==> src/rtl/roulette_pkg.sv <==
// Shared types and helpers for the roulette spin driver and its LED decoder.
package roulette_pkg;

    typedef enum logic [1:0] {
        IDLE   = 2'd0,
        SPIN   = 2'd1,
        LANDED = 2'd2
    } spin_state_t;

    function automatic int n_groups(input int n_leds, input int group_size);
        return (n_leds + group_size - 1) / group_size;
    endfunction

endpackage

==> src/rtl/spin_led_decoder.sv <==
// Combinational ring-position to per-group mux-select encoder.
// Select 0 darkens a group; select k lights LED k-1 of that group.
module spin_led_decoder
    import roulette_pkg::*;
#(
    parameter int N_LEDS     = 38,
    parameter int GROUP_SIZE = 7
) (
    input  logic [$clog2(N_LEDS)-1:0]                                     pos,
    output logic [n_groups(N_LEDS, GROUP_SIZE)*$clog2(GROUP_SIZE+1)-1:0] mux_sel
);

    localparam int N_GROUPS = n_groups(N_LEDS, GROUP_SIZE);
    localparam int SEL_W    = $clog2(GROUP_SIZE + 1);

    // Out-of-range positions fall through and leave every group dark.
    always_comb begin
        mux_sel = '0;
        for (int g = 0; g < N_GROUPS; g++) begin
            if ((int'(pos) < N_LEDS) && ((int'(pos) / GROUP_SIZE) == g)) begin
                mux_sel[g*SEL_W +: SEL_W] = SEL_W'((int'(pos) % GROUP_SIZE) + 1);
            end
        end
    end

endmodule

==> src/rtl/roulette_spin_driver.sv <==
// Roulette LED ring driver: spins LAPS laps, decelerates and lands on a target LED.
// Optional macro SPIN_BLINK_EN makes the winning LED blink while landed.
module roulette_spin_driver
    import roulette_pkg::*;
#(
    parameter int N_LEDS      = 38,
    parameter int GROUP_SIZE  = 7,
    parameter int BASE_PERIOD = 2_500_000,
    parameter int LAPS        = 3,
    parameter int DECEL_STEPS = 8,
    parameter int DECEL_INC   = 1_000_000
) (
    input  logic                                                          clk,
    input  logic                                                          reset,
    input  logic                                                          start,
    input  logic [$clog2(N_LEDS)-1:0]                                     target,
    input  logic                                                          abort,
    output logic                                                          busy,
    output logic                                                          done,
    output logic                                                          err,
    output logic [$clog2(N_LEDS)-1:0]                                     pos,
    output logic [n_groups(N_LEDS, GROUP_SIZE)*$clog2(GROUP_SIZE+1)-1:0] mux_sel
);

    localparam int N_GROUPS   = n_groups(N_LEDS, GROUP_SIZE);
    localparam int SEL_W      = $clog2(GROUP_SIZE + 1);
    localparam int MUX_W      = N_GROUPS * SEL_W;
    localparam int POS_W      = $clog2(N_LEDS);
    localparam int POS_XW     = POS_W + 1;
    localparam int STEPS_MAX  = LAPS * N_LEDS + N_LEDS - 1;
    localparam int STEPS_W    = $clog2(STEPS_MAX + 1);
    localparam int MAX_PERIOD = BASE_PERIOD + DECEL_INC * DECEL_STEPS;
    localparam int TICK_W     = $clog2(MAX_PERIOD + 1);

    localparam logic [POS_XW-1:0] N_LEDS_X = POS_XW'(N_LEDS);

    spin_state_t        state_q, state_d;
    logic [POS_W-1:0]   pos_q, pos_d;
    logic [TICK_W-1:0]  tick_q, tick_d;
    logic [STEPS_W-1:0] steps_left_q, steps_left_d;
    logic               done_q, done_d;
    logic               err_q, err_d;
    logic [MUX_W-1:0]   mux_sel_q, mux_sel_d;

    logic [MUX_W-1:0]   dec_sel;
    logic               led_lit;
    logic               target_ok;
    logic [POS_XW-1:0]  offset_raw;
    logic [POS_XW-1:0]  offset;
    logic [STEPS_W-1:0] load_steps;
    logic [STEPS_W-1:0] decel_idx;
    logic [TICK_W-1:0]  period_m1;
    logic [POS_W-1:0]   pos_next;

    // Forward distance to the target plus the fixed laps; the final steps
    // stretch linearly so the wheel visibly slows before it lands.
    always_comb begin
        target_ok  = {1'b0, target} < N_LEDS_X;
        offset_raw = {1'b0, target} + N_LEDS_X - {1'b0, pos_q};
        offset     = (offset_raw >= N_LEDS_X) ? (offset_raw - N_LEDS_X) : offset_raw;
        load_steps = STEPS_W'(LAPS * N_LEDS) + STEPS_W'(offset);
        decel_idx  = STEPS_W'(DECEL_STEPS) - steps_left_q + STEPS_W'(1);
        period_m1  = TICK_W'(BASE_PERIOD - 1);
        if (steps_left_q <= STEPS_W'(DECEL_STEPS)) begin
            period_m1 = TICK_W'(BASE_PERIOD - 1) + TICK_W'(DECEL_INC) * TICK_W'(decel_idx);
        end
        pos_next = (pos_q == POS_W'(N_LEDS - 1)) ? '0 : (pos_q + POS_W'(1));
    end

    always_comb begin
        state_d      = state_q;
        pos_d        = pos_q;
        tick_d       = tick_q;
        steps_left_d = steps_left_q;
        done_d       = 1'b0;
        err_d        = 1'b0;
        if (abort) begin
            state_d = IDLE;
        end else begin
            case (state_q)
                IDLE, LANDED: begin
                    if (start) begin
                        if (target_ok) begin
                            steps_left_d = load_steps;
                            tick_d       = '0;
                            state_d      = SPIN;
                        end else begin
                            err_d = 1'b1;
                        end
                    end
                end
                SPIN: begin
                    if (tick_q == period_m1) begin
                        tick_d       = '0;
                        pos_d        = pos_next;
                        steps_left_d = steps_left_q - STEPS_W'(1);
                        if (steps_left_q == STEPS_W'(1)) begin
                            done_d  = 1'b1;
                            state_d = LANDED;
                        end
                    end else begin
                        tick_d = tick_q + TICK_W'(1);
                    end
                end
                default: state_d = IDLE;
            endcase
        end
    end

`ifdef SPIN_BLINK_EN
    localparam int BLINK_PERIOD = 8 * BASE_PERIOD;
    localparam int BLINK_W      = $clog2(BLINK_PERIOD);

    logic [BLINK_W-1:0] blink_cnt_q, blink_cnt_d;
    logic               blink_on_q, blink_on_d;

    // Each fresh landing restarts the blink in the "on" phase.
    always_comb begin
        blink_cnt_d = '0;
        blink_on_d  = 1'b1;
        if ((state_q == LANDED) && (state_d == LANDED)) begin
            if (blink_cnt_q == BLINK_W'(BLINK_PERIOD - 1)) begin
                blink_on_d = ~blink_on_q;
            end else begin
                blink_cnt_d = blink_cnt_q + BLINK_W'(1);
                blink_on_d  = blink_on_q;
            end
        end
        led_lit = blink_on_d;
    end

    always_ff @(posedge clk) begin
        if (reset) begin
            blink_cnt_q <= '0;
            blink_on_q  <= 1'b1;
        end else begin
            blink_cnt_q <= blink_cnt_d;
            blink_on_q  <= blink_on_d;
        end
    end
`else
    assign led_lit = 1'b1;
`endif

    // Decoding the next position keeps mux_sel aligned with pos on the same cycle.
    spin_led_decoder #(
        .N_LEDS     (N_LEDS),
        .GROUP_SIZE (GROUP_SIZE)
    ) u_decoder (
        .pos     (pos_d),
        .mux_sel (dec_sel)
    );

    always_comb begin
        mux_sel_d = dec_sel;
        if ((state_d == IDLE) || !led_lit) begin
            mux_sel_d = '0;
        end
    end

    always_ff @(posedge clk) begin
        if (reset) begin
            state_q      <= IDLE;
            pos_q        <= '0;
            tick_q       <= '0;
            steps_left_q <= '0;
            done_q       <= 1'b0;
            err_q        <= 1'b0;
            mux_sel_q    <= '0;
        end else begin
            state_q      <= state_d;
            pos_q        <= pos_d;
            tick_q       <= tick_d;
            steps_left_q <= steps_left_d;
            done_q       <= done_d;
            err_q        <= err_d;
            mux_sel_q    <= mux_sel_d;
        end
    end

    assign busy    = (state_q == SPIN);
    assign done    = done_q;
    assign err     = err_q;
    assign pos     = pos_q;
    assign mux_sel = mux_sel_q;

endmodule

==> config.mk <==
export PLATFORM = sky130hd
export DESIGN_NAME = roulette_spin_driver
export DESIGN_NICKNAME = d
export VERILOG_FILES = /design/src/rtl/roulette_pkg.sv /design/src/rtl/spin_led_decoder.sv /design/src/rtl/roulette_spin_driver.sv
export SDC_FILE = /design/constraint.sdc
export NUM_CORES = 1
export LEC_CHECK = 0
export ABC_AREA = 1
export CORE_MARGIN = 3
export CORE_UTILIZATION = 40
export CTS_CLUSTER_SIZE = 28
export DETAILED_ROUTE_END_ITERATION = 16
export GPL_TIMING_DRIVEN = 0
export PLACE_DENSITY = 0.56
export SLEW_MARGIN = 0
export SYNTH_ARGS = -nofsm -noshare
export SYNTH_HDL_FRONTEND = slang
export SYNTH_SLANG_ARGS = --single-unit
==> constraint.sdc <==
create_clock -name clk -period 9.2 [get_ports clk]
set_input_delay 1.84 -clock clk [delete_from_list [all_inputs] [get_ports clk]]
set_output_delay 1.84 -clock clk [all_outputs]
set_load 0.005 [all_outputs]
==> results of run 1 <==
==> cells by family after synthesis <==
kind of cell,after synthesis,synth area share
AOI/OAI and AO/OA,81,0.0783
xor gates and xnor gates,30,0.0427
adders and majority gates,77,0.173
buffers and inverters,175,0.109
DFF,60,0.195
muxes,1,0.00183
and+or+nand+nor,522,0.400
==> stage by stage <==
| stage | instances | hold WS, ps |
|---|---|---|
| after floorplan | 946 | 463 |
| after global placement | 1166 | 479 |
| after detailed placement | 1166 | 492 |
| after CTS | 1181 | 500 |
| after global routing | 1183 | 516 |
| final | 1183 | 494 |
==> flip-flops by register name (all words and copies together), names as in the netlist <==
signal and flops:
tick_q 24, mux_sel 18, steps_left_q 8, pos 6, state_q 2, done 1, err 1
==> critical path, delay by kind of cell, from the launching register on <==
kind          cells  cell delay, ps
simple gates     26            3130
fa+ha+maj        10            3300
buf+inv          12            1000
flops             1             380
xor+xnor          3             590
==> cells in the final DEF (no fill, tap or decap), types with 9 or more instances in the layout <==
master / instances
o21ai_0: 24
inv_1: 144
nand2_1: 226
nor2_1: 99
clkbuf_16: 9
ha_1: 63
dfxtp_1: 59
nand3_1: 80
xor2_1: 25
clkdlybuf4s50_1: 36
nand2_2: 15
a21oi_1: 25
fa_1: 13
nand4_1: 37
inv_2: 18
nor3_1: 15
==> how the worst min path moves through the flow <==
stage | slack (ps) | from | to
6_report | 490 | tick_q[1] | tick_q[1]
3_3_place_gp | 480 | tick_q[1] | tick_q[1]
3_5_place_dp | 490 | tick_q[1] | tick_q[1]
5_1_grt | 520 | tick_q[1] | tick_q[1]
2_1_floorplan | 460 | tick_q[1] | tick_q[1]
4_1_cts | 500 | tick_q[1] | tick_q[1]
==> layout make-up <==
type,count,area (um2),share of cell area
multi-input cells,711,4310,0.606
clock buffers,11,253,0.0356
repair buffers,38,388,0.0546
flip-flops and latches,60,1200,0.169
inverters,163,612,0.0861
plain buffers,12,61.3,0.00863
clock inverters,4,48.8,0.00687
well taps,184,230,0.0324
==> repair_timing <==
| item | 4_1_cts | 5_1_grt |
|---|---|---|
| gates cloned | 0 | 0 |
| pin swaps | 0 | 2 |
| buffers inserted | 0 | 2 |
| setup endpoints to repair | 1 | 17 |
| hold endpoints to repair | 0 | 0 |
| resized for setup | 1 | 11 |
==> per-layer routing <==
metal | vias to the layer above | GRT usage | wire, um
li1 | 3164 | - | -
met1 | 2629 | 0.247 | 7520
met2 | 51 | 0.321 | 6990
met3 | 15 | 0.0196 | 223
met4 | 0 | 0.0477 | 209
met5 | - | 0 | 0
==> results.md, run 1 <==
- DRT Pass-1 Iters: 4
- H-tree depth: 3
- WP data arrival: 8750 ps
- Post-synth top area share: 0.195
- Post-synth EDFFs: 0
- Register area share after synthesis: 0.195
- Worst setup EP type: flop
- Design area: 7100 um2
- Ant diodes: 0
- WL/cell: 12.6 um
- Worst-margin pin slew: 910 ps
- Post-synth top area cell: dfxtp_1
- Pin count of the biggest net entering global routing: 11
- Post-Syn Area: 6150 um2
- I/O Buffers: 36
- Status: completed
- CP max stage delay: 540 ps
- Initial antenna violation count: 0
- Worst setup SP type: flop
- Min Tclk post-route: 8540 ps
- Final Hold Viols: 0
- Fill count: 1580
- Root Buffer: clkbuf_16
- Worst Setup SP: steps_left_q[1]
- Clk slew on worst S/H paths: 50 ps
- Initial core utilization: 0.415
- Post-DRT Antenna Nets: 0
- Global Route Usage Sum: 0.185
- FMAX: 117 MHz
- Max Cap Viol: 0
- Dpl cell area: 6740 um2
- Cells after synthesis: 946
- GPL Wtd Cong: 0.834
- Crit share post-route: 0.928
- RSZ-0062 raised after global routing: false
- Critical path class: reg2reg
- DRC violations left: 0
- CP endpoint: mux_sel[17]
- Final worst slack: 663 ps
- Hold buffer count at cts: 0
- Core box area: 14800 um2
- Share of post-route cells with drive strength above 1: 0.0971
- FP Rows: 44
- Worst Path Required: 9410 ps
- Number of global-route vias before repair: 5639
- Fin Clk Skew: 8.92 ps
- Vias per cell: 4.95
- Syn Nets: 1033
- Worst R2R Setup Slack: 660 ps
- Most frequent cells after synthesis: nand2_1 (228), inv_1 (146), nor2_1 (99), nand3_1 (80), ha_1 (64)
- Most frequent CP cell: inv_1
- Reg2Reg Depth: 51
- Die Height: 130 um
- Slew HR: 0.387
- Syn avg cell area: 6.50 um2
- # nets final: 1082
- Skew-Pair Late Insertion Delay: 330 ps
- Clock sinks: 60
- YS warnings: 0
- Post-Place Worst Slack: 40.5 ps
- DRT Wirelength: 14900 um
- Worst R2R End: mux_sel[17]
- HPWL after DPL: 12300 um
- Ys flop type: dfxtp_1
- Final core occ: 0.480
- Final Slew Violations: 0
- TritonCTS clock tree: built
- Critical path's slowest cell: fa_1
- Synth cell types: 49
- Reg-to-reg startpoint: steps_left_q[1]
- Final setup fails: 0
- CTS buffer count: 9
- Drt initial violations: 277
- Area growth syn-to-layout: 15.5%
- Leading post-synthesis cells by cell area: dfxtp_1 (20%), nand2_1 (14%), ha_1 (13%)
- Worst-path fanout max: 10
- IO Pins: 37
- Hold path depth: 2
- Grt total ovfl: 0
- Die Wd: 130 um
- Hold crit path type: reg2reg
- Asr flop ratio synth: 0
- Setup_tns: 0 ps
- Die Area: 16900 um2
- Count leader, synth: nand2_1
- First-pass GRT wire length: 25700 um
- DR vias: 5859
- CTS Buffer Depth: 2
- Seq cells post-synth: 60
Power of run 1 is not shown: default switching activity piles up to over one toggle a cycle in this logic, so the estimate is an artifact.
==> inputs of run 2 (changes only) <==
--- a/config.mk
+++ b/config.mk
@@ -10,8 +10,7 @@
 export CORE_UTILIZATION = 40
 export CTS_CLUSTER_SIZE = 28
 export DETAILED_ROUTE_END_ITERATION = 16
-export GPL_TIMING_DRIVEN = 0
-export PLACE_DENSITY = 0.56
+export PLACE_DENSITY = 0.59
 export SLEW_MARGIN = 0
 export SYNTH_ARGS = -nofsm -noshare
 export SYNTH_HDL_FRONTEND = slang
==> constraint.sdc (replaced) <==
create_clock -name clk -period 7.7 [get_ports clk]
set_input_delay 1.54 -clock clk [delete_from_list [all_inputs] [get_ports clk]]
set_output_delay 1.54 -clock clk [all_outputs]
set_load 0.005 [all_outputs]
==> results.md, run 2 (synthesized netlist as in run 1, its figures left out) <==
- Hold path depth: 2 (unchanged)
- Critical path class: reg2reg
- Grt total ovfl: 0 (unchanged)
- Worst R2R Setup Slack: 410 ps (-260 ps)
- HPWL after DPL: 12400 um (+0.29%)
- Hold_sp: tick_q[1]
- Die Height: 130 um (unchanged)
- Slew HR: 0.374 (-0.0128)
- Final Slew Violations: 0 (unchanged)
- WP data arrival: 7520 ps (-1230 ps)
- Worst-margin pin slew: 937 ps (+26.5 ps)
- Most frequent CP cell: nand2_2
- Fill count: 1482 (-6.2%)
- IO Pins: 37 (unchanged)
- Min Tclk post-route: 7290 ps (-1240 ps)
- Global Route Usage Sum: 0.185 (about the same)
- Worst setup EP type: flop
- Non-Filler Instances: 1211 (+2.4%)
- Hold crit path type: reg2reg
- Biggest register: tick_q
- CTS buffer count: 9 (unchanged)
- CP max stage delay: 530 ps (about the same)
- Ant diodes: 0 (unchanged)
- Commonest non-fill, non-tap cell in the layout: nand2_1
- Die Area: 16900 um2 (unchanged)
- # nets final: 1109 (+2.5%)
- Reg-to-reg startpoint: steps_left_q[2]
- DR vias: 6133 (+4.7%)
- Skew-Pair Late Insertion Delay: 330 ps (about the same)
- WL/cell: 13.2 um (+4.5%)
- Hold buffer count at cts: 0 (unchanged)
- Worst Path Required: 7920 ps (-1490 ps)
- DRT Pass-1 Iters: 4 (unchanged)
- Initial antenna violation count: 0 (unchanged)
- Worst Hold Path EP: tick_q[1]
- Max reg flops: 24 (unchanged)
- Vias per cell: 5.06 (+2.3%)
- Worst-path fanout max: 6 (-4)
- Reg2Reg Depth: 53 (+3.9%)
- Crit share post-route: 0.947 (+0.0193)
- GPL Wtd Cong: 0.931 (+12%)
- Initial core utilization: 0.415 (unchanged)
- Final setup fails: 0 (unchanged)
- Clk slew on worst S/H paths: 50 ps (about the same)
- FP Rows: 44 (unchanged)
- Most frequent cells in the layout: nand2_1 (205), inv_1 (135), nor2_1 (86)
- Placed Instances: 1181 (+1.3%)
- FMAX: 137 MHz (+17%)
- Final core occ: 0.533 (+0.0536)
- CTS Buffer Depth: 2 (unchanged)
- Root Buffer: clkbuf_16
- Worst R2R End: mux_sel[5]
- Area growth syn-to-layout: 28.4%
- Core box area: 14800 um2 (unchanged)
- Share of post-route cells with drive strength above 1: 0.218 (+0.121)
- TritonCTS clock tree: built
- Max Cap Viol: 0 (unchanged)
- Worst path top cell family by delay: adder cells
- First-pass GRT wire length: 25400 um (-1.2%)
- Post-DRT Antenna Nets: 0 (unchanged)
- Pin count of the biggest net entering global routing: 29 (+18)
- CP Buf/Inv Count: 10 (-2)
- Final Hold Viols: 0 (unchanged)
- Critical path's slowest cell: fa_1
- Worst setup SP type: flop
- Clock sinks: 60 (unchanged)
- DRT Wirelength: 16000 um (+7.0%)
- Die Wd: 130 um (unchanged)
- Fin Clk Skew: 6.35 ps (-2.57 ps)
- I/O Buffers: 36 (unchanged)
- Status: completed
- H-tree depth: 3 (unchanged)
- DRC violations left: 0 (unchanged)
- Drt initial violations: 252 (-9.0%)
- Number of global-route vias before repair: 5548 (-1.6%)
## run 2: worst max-delay path by stage
| stage | slack, ps | to | depth (start not counted) | startpoint |
|---|---|---|---|---|
| after floorplan | 30 | mux_sel[10] | 50 | steps_left_q[1] |
| after global placement | 40 | mux_sel[10] | 51 | steps_left_q[2] |
| after detailed placement | -100 | mux_sel[14] | 53 | steps_left_q[2] |
| after CTS | 20 | mux_sel[5] | 51 | steps_left_q[1] |
| after global routing | -120 | mux_sel[5] | 49 | steps_left_q[2] |
| final | 410 | mux_sel[5] | 53 | steps_left_q[2] |
## run 2: per-layer routing
metal  vias to the layer above  wire (um)  track usage
met5                         -          0            0
met4                         0        200       0.0562
met3                        14        408       0.0299
met2                        79       7690        0.305
met1                      2829       7690        0.250
li1                       3211          -            -
## run 2: timing repair
action                                  in CTS  in global routing
setup buffers                                0                 14
endpoints found under the setup margin      12                 18
gates resized for setup                      9                130
pin swaps                                    4                 48
## run 2: cell type report
| class | instances | area [um2] | area share |
|---|---|---|---|
| flip-flops and latches | 60 | 1210 | 0.154 |
| multi-input cells | 711 | 4850 | 0.615 |
| well taps | 184 | 230 | 0.0292 |
| clock buffers | 9 | 225 | 0.0285 |
| inverters | 163 | 619 | 0.0784 |
| repair buffers | 77 | 679 | 0.0860 |
| clock inverters | 7 | 76.3 | 0.00967 |
## run 2: metrics by stage
step	TNS (ps)	hold slack (ps)	cell area (um2)	setup WS (ps)
2_1_floorplan	0	463	6150	31.8
3_3_place_gp	0	481	6880	43.5
3_5_place_dp	-1180	482	6880	-102
4_1_cts	0	490	7210	19.7
5_1_grt	-959	520	7900	-117
6_report	0	485	7900	406
## run 2: tightest hold or removal path: stages, from the launching register on
cell and delay [ps]:
dfxtp_1 320, nand2_1 60, a21oi_1 50
Power of run 2 is left out for the same reason.
==> inputs of run 3 (changes only) <==
--- a/config.mk
+++ b/config.mk
@@ -10,7 +10,7 @@
 export CORE_UTILIZATION = 40
 export CTS_CLUSTER_SIZE = 28
 export DETAILED_ROUTE_END_ITERATION = 16
-export PLACE_DENSITY = 0.59
+export PLACE_DENSITY = 0.56
 export SLEW_MARGIN = 0
 export SYNTH_ARGS = -nofsm -noshare
 export SYNTH_HDL_FRONTEND = slang
==> constraint.sdc (replaced) <==
create_clock -name clk -period 6.8 [get_ports clk]
set_input_delay 1.36 -clock clk [delete_from_list [all_inputs] [get_ports clk]]
set_output_delay 1.36 -clock clk [all_outputs]
set_load 0.005 [all_outputs]
==> results.md, run 3 (synthesized netlist as in run 1, its figures left out) <==
- TritonCTS clock tree: built
- Die Area: 16900 um2 (unchanged)
- Crit share post-route: 1.05 (+0.103)
- Worst Path Required: 7030 ps (-890 ps)
- I/O Buffers: 36 (unchanged)
- FMAX: 140 MHz (+2.2%)
- Status: complete, but fails checks
- Reg-to-reg startpoint: steps_left_q[2]
- Die Height: 130 um (unchanged)
- Vias per cell: 4.96 (-2.1%)
- GPL Wtd Cong: 0.816 (-12%)
- Slew HR: 0.594 (+0.220)
- Core box area: 14800 um2 (unchanged)
- Hold crit path type: reg2reg
- First-pass GRT wire length: 28600 um (+13%)
- Worst R2R End: mux_sel[8]
- Clk slew on worst S/H paths: 50 ps (about the same)
- Hold path depth: 2 (unchanged)
- Fill count: 1479 (-0.20%)
- Fin Hold WS: 499 ps (+14.1 ps)
- Max reg flops: 24 (unchanged)
- Final setup fails: 17 (+17)
- Root Buffer: clkbuf_16
- Final core occ: 0.565 (+0.0323)
- WP data arrival: 7360 ps (-160 ps)
- CP Depth: 47 (-11%)
- Most frequent cells in the layout: nand2_1 (212), inv_1 (134), buf_4 (109)
- Ant diodes: 0 (unchanged)
- Reg2Reg Depth: 47 (-11%)
- Skew-Pair Late Insertion Delay: 330 ps (about the same)
- Critical path class: reg2reg
- Worst Hold Path EP: tick_q[0]
- Max Cap Viol: 0 (unchanged)
- Critical path's slowest cell: fa_1
- Final worst slack: -339 ps (-745 ps)
- Share of post-route cells with drive strength above 1: 0.250 (+0.0319)
- Global Route Usage Sum: 0.207 (+0.0221)
- Drt initial violations: 359 (+42%)
- Area growth syn-to-layout: 36.2%
- DRC violations left: 0 (unchanged)
- DRT Wirelength: 16800 um (+5.4%)
- Final Slew Violations: 0 (unchanged)
- Die Wd: 130 um (unchanged)
- Initial antenna violation count: 0 (unchanged)
- Worst R2R Setup Slack: -340 ps (-750 ps)
- Hold_sp: tick_q[0]
- DR vias: 6344 (+3.4%)
- Final Hold Viols: 0 (unchanged)
- RSZ-0062 raised after global routing: true
- Worst-path fanout max: 6 (unchanged)
- Number of global-route vias before repair: 5998 (+8.1%)
- Fin Clk Skew: 7.02 ps (+0.664 ps)
- Clock sinks: 60 (unchanged)
- Pin count of the biggest net entering global routing: 29 (unchanged)
- Worst path top cell family by delay: adder cells
- Worst setup SP type: flop
- Post-DRT Antenna Nets: 0 (unchanged)
- # nets final: 1178 (+6.2%)
- Initial core utilization: 0.415 (unchanged)
- FP Rows: 44 (unchanged)
- Biggest register: tick_q
- H-tree depth: 3 (unchanged)
- CTS Buffer Depth: 2 (unchanged)
- Grt total ovfl: 0 (unchanged)
- CP max stage delay: 530 ps (about the same)
- Worst setup EP type: flop
- Most frequent CP cell: nand2_4
- DRT Pass-1 Iters: 5 (+1)
- Commonest non-fill, non-tap cell in the layout: nand2_1
- IO Pins: 37 (unchanged)
- CTS buffer count: 9 (unchanged)
- WL/cell: 13.2 um (-0.33%)
- Worst-margin pin slew: 608 ps (-329 ps)
- HPWL after DPL: 13500 um (+8.8%)
- Failing checks: setup timing
- CP Buf/Inv Count: 8 (-2)
- Min Tclk post-route: 7140 ps (-155 ps)
==> run 3: cell types whose count changed in the layout (fill, tap and decap cells not counted), moves of 3 or more <==
cell,previous run,this run
ha_4,20,11
ha_1,42,50
nand3_2,16,12
bufinv_16,1,4
inv_4,3,6
nand3_4,4,8
nand2_2,32,23
nand2_1,205,212
buf_4,38,109
==> run 3: worst max-delay path by stage <==
stage / startpoint / to
5_1_grt: steps_left_q[1] / mux_sel[8]
4_1_cts: steps_left_q[2] / mux_sel[11]
3_5_place_dp: steps_left_q[1] / mux_sel[14]
6_report: steps_left_q[2] / mux_sel[8]
3_3_place_gp: steps_left_q[1] / mux_sel[17]
2_1_floorplan: steps_left_q[1] / mux_sel[17]
==> run 3: timing repair <==
| item | in CTS | in global routing |
|---|---|---|
| endpoints found under the setup margin | 18 | 18 |
| pin swaps | 44 | 45 |
| endpoints found under the hold margin | 0 | 0 |
| hold buffers | 0 | 0 |
| resized for setup | 40 | 46 |
| setup buffers | 8 | 7 |
==> run 3: stage by stage <==
stage / instances / cell area (um2) / TNS, ps / worst slack, ps
after global placement: 1252 / 7570 / -4930 / -378
after floorplan: 946 / 6310 / -1890 / -160
after CTS: 1274 / 8130 / -5940 / -427
after global routing: 1280 / 8370 / -13010 / -841
final: 1280 / 8370 / -4050 / -339
after detailed placement: 1252 / 7570 / -6960 / -506
==> run 3: layer usage <==
| metal | track usage | vias to the layer above | wire length [um] |
|---|---|---|---|
| met5 | 0 | - | 0 |
| met4 | 0.0403 | 0 | 133 |
| met3 | 0.0262 | 12 | 565 |
| met2 | 0.325 | 90 | 7560 |
| met1 | 0.307 | 2890 | 8580 |
| li1 | - | 3352 | - |
==> run 3: area by class of cell <==
| cell class | instances | area (um2) | area share |
|---|---|---|---|
| timing repair buffer | 146 | 1190 | 0.142 |
| inverter | 163 | 627 | 0.0749 |
| clock inverter | 4 | 120 | 0.0143 |
| tap | 184 | 230 | 0.0275 |
| sequential | 60 | 1210 | 0.145 |
| clock buffer | 12 | 246 | 0.0294 |
| multi-input combinational | 711 | 4750 | 0.567 |
==> run 3: worst min-delay path, delay by kind of cell, from the launching register on <==
kind / cells / cell delay (ps)
flops: 1 / 330
compound gates: 1 / 50
simple gates: 1 / 70
Power of run 3 is left out for the same reason.
